**config.mk**
```make
export PLATFORM = sky130hd
export DESIGN_NAME = sat_counter
export DESIGN_NICKNAME = d
export VERILOG_FILES = /design/src/rtl/pkt_seq_checker_sat_counter.sv
export SDC_FILE = /design/constraint.sdc
export NUM_CORES = 1
export LEC_CHECK = 0
export CORE_AREA = 2 2 39 41
export DETAILED_ROUTE_END_ITERATION = 6
export DIE_AREA = 0 0 41 43
export PLACE_DENSITY = 0.64
export RECOVER_POWER = 25
export SYNTH_ARGS = -nofsm -noshare
export SYNTH_HDL_FRONTEND = slang
export SYNTH_SLANG_ARGS = --single-unit
```
**constraint.sdc**
```tcl
create_clock -name clk -period 2 [get_ports clk]
set_input_delay 0.3 -clock clk [delete_from_list [all_inputs] [get_ports clk]]
set_output_delay 0.3 -clock clk [all_outputs]
set_load 0.005 [all_outputs]
```
**src/rtl/pkt_seq_checker_sat_counter.sv**
```systemverilog
// Saturating up-counter with synchronous clear.
// The clear takes priority over a coincident increment.
module sat_counter #(
  parameter int WIDTH = 8
) (
  input  logic             clk,
  input  logic             reset,
  input  logic             clr,
  input  logic             inc,
  output logic [WIDTH-1:0] count
);

  // Count up on inc, stick at all-ones, clear wins over increment.
  always_ff @(posedge clk or negedge reset) begin
    if (!reset) begin
      count <= '0;
    end else if (clr) begin
      count <= '0;
    end else if (inc && (count != '1)) begin
      count <= count + 1'b1;
    end
  end

endmodule

```
==> results.sh, run 1 <==
export IMPL_viasPerCell=5.45
export IMPL_power_total_mw=0.330
export IMPL_drc=0
export IMPL_worstPathRequired_ns=2.14
export IMPL_max_cap_violations=0
export IMPL_worstSetupEndpointType="flop"
export IMPL_io_pins=12
export IMPL_crit_type="flop to flop"
export IMPL_finalHoldViolations=0
export IMPL_synth_nets=54
export IMPL_pre_cts_slack_ns=0.301
export IMPL_slew_headroom=0.755
export IMPL_grt_overflow_total=0
export IMPL_clk_pin_slew_worst_paths_ns=0.05
export IMPL_synth_edff_count=0
export IMPL_clk_path_buf_depth=2
export IMPL_grt_pass1_vias=364
export IMPL_fin_tns_setup_ns=0
export IMPL_antenna_found_initial=0
export IMPL_synth_seq_cells=8
export IMPL_critPathMaxFanout=7
export IMPL_cts_hold_buf=0
export IMPL_ant_nets=0
export IMPL_multiInputGateArea_sq_um=248
export IMPL_fp_dieH_microns=43
export IMPL_vias=425
export IMPL_filler_cell_count=142
export IMPL_first_iter_violations=9
export IMPL_clkLatencyLatePin_ns=0.25
export IMPL_syn_avg_cell_area_sq_um=9.47
export IMPL_cts_sinks=8
export IMPL_top_regs="count: 8 flops"
export IMPL_fmax_mhz=586
export IMPL_syn_cell_area_sq_um=464
export IMPL_layout_min_cycle_time_ns=1.71
export IMPL_dp_hpwl_microns=695
export IMPL_maxSlewViolCount=0
export IMPL_die_x_microns=41
export IMPL_rsz0062_at_grt="false"
export IMPL_cts_setup_buffers=0
export IMPL_layout_common_cells="10 x clkdlybuf4s50_1, 8 x dfrtp_1, 4 x nor3_1"
export IMPL_port_buffers=11
export IMPL_run_status="complete, no violations"
export IMPL_mostFrequentLayoutCell="clkdlybuf4s50_1"
export IMPL_start_kind="flop"
export IMPL_hold_class="input port to asynchronous set/reset pin"
export IMPL_largest_reg_flops=8
export IMPL_start_util=0.335
export IMPL_gp_congestion=0.745
export IMPL_grt_usage=0.128
export IMPL_cts_resized=0
export IMPL_p_leak_nw=0.244
export IMPL_peakVddDrop_uv=312
export IMPL_routed_wl_microns=971
export IMPL_fin_nets=69
export IMPL_cts_root_buf="clkbuf_4"
export IMPL_grt_max_degree=12
export IMPL_largest_register="count"
export IMPL_drive_gt1_frac=0.129
export IMPL_grt_pass1_wl_microns=1530
export IMPL_crit_arrival_ns=1.84
export IMPL_coreArea_sq_um=1380
export IMPL_yosysWarnings=0
export IMPL_numCtsBuffers=3
export IMPL_routedWlPerCell_microns=12.4
export IMPL_async_flop_share=1.00
export IMPL_ys_seq_area_frac=0.431
export IMPL_fin_skew_ns=0.00376
export IMPL_area_delta_synth_final_pct=32.6
export IMPL_first_pass_iters=4
export IMPL_setup_viol=0
export IMPL_fin_crit_sh=0.853
export IMPL_synthFlopType="dfrtp_1"
export IMPL_synth_distinct_cells=28
export IMPL_htree_levels=1
export IMPL_insertedDiodeCount=0
export IMPL_rows=14
export IMPL_ff_latch_area_sq_um=200
export IMPL_cts_tree="built"
export IMPL_synthCells=49
export IMPL_dieArea_sq_um=1760
export IMPL_setup_ws_ns=0.295
export IMPL_tightest_slew_ns=0.358
export IMPL_p_per_area_nw_per_um2=537
logic make-up (layout without fill, tap and decap cells):
kind of cell             count (synthesis)  count (layout)  synth area share
AO/OA/AOI/OAI                            9               9             0.127
adder cells (fa/ha/maj)                  1               1            0.0269
buffers and inverters                    4              17            0.0350
flip-flops                               8               8             0.431
multiplexers                             3               3            0.0701
AND/OR/NAND/NOR                         24              24             0.310
worst max-delay path: stages, from the launching register on:
cell      delay (ns)
dfrtp_1         0.43
ha_1            0.30
and4_2          0.29
a21boi_1        0.21
mux2_2          0.36
synthesized netlist by cell type, drive strengths merged, types with 2 or more instances:
| master | n | area share |
|---|---|---|
| inv | 2 | 0.016 |
| and4 | 2 | 0.040 |
| dfrtp | 8 | 0.43 |
| mux2 | 2 | 0.049 |
| nand2b | 3 | 0.040 |
| nand2 | 2 | 0.016 |
| nor2 | 2 | 0.016 |
| nor2b | 3 | 0.040 |
| a21oi | 3 | 0.032 |
| nor3 | 4 | 0.043 |
| nand3 | 3 | 0.043 |
per-stage QoR:
step	hold slack [ns]	area, sq um	std cells	util
2_1_floorplan	0.00441	464	49	-
3_3_place_gp	0.577	593	75	0.429
3_5_place_dp	0.583	593	75	0.429
4_1_cts	0.337	616	78	0.445
5_1_grt	0.423	616	78	0.445
6_report	0.398	616	78	0.445
report_power, final:
part	internal (mW)	switching [mW]	total [mW]	leakage (nW)
registers	0.166	0.00598	0.172	0.110
clock network	0.0686	0.0533	0.122	0.0138
logic	0.0203	0.0162	0.0365	0.119
total	0.255	0.0755	0.330	0.244
area by class of cell:
type                            instances  area share
Multi-Input combinational cell         37       0.402
Sequential cell                         8       0.325
Timing Repair Buffer                   12       0.191
Clock buffer                            3      0.0366
Tap cell                               16      0.0325
Inverter                                2      0.0122
worst paths after layout:
| check | end | cells past startpoint | startpoint | slack (ns) |
|---|---|---|---|---|
| worst max-delay path | count[0]$_DFFE_PN0P_ | 4 | count[0]$_DFFE_PN0P_ | 0.29 |
| worst min-delay path | count[5]$_DFFE_PN0P_ | 1 | reset | 0.40 |
| worst max register to register | count[0]$_DFFE_PN0P_ | 4 | count[0]$_DFFE_PN0P_ | 0.29 |
| worst min register to register | count[7]$_DFFE_PN0P_ | 2 | count[7]$_DFFE_PN0P_ | 0.59 |
| max in group asynchronous | count[2]$_DFFE_PN0P_ | 1 | reset | 1.33 |
| min in group clk | count[7]$_DFFE_PN0P_ | 2 | count[7]$_DFFE_PN0P_ | 0.59 |
routing by layer:
metal	share of wire	vias up	track usage
met5	0	-	0
met1	0.50	201	0.178
met4	0.0093	0	0.0800
met3	0.043	2	0.0314
met2	0.44	14	0.172
li1	-	208	-
No activity file was read; power rests on OpenSTA's default activity.
==> run 2: changes to the inputs <==
TNS_END_PERCENT = 5   (was not set)
==> results of run 2 <==
Final layout, timing and power as in run 1 (identical DEF).
==> run 3: changes to the inputs <==
SKIP_CTS_REPAIR_TIMING = 1   (was not set)
==> results of run 3 <==
Final layout, timing and power as in run 1 (identical DEF).
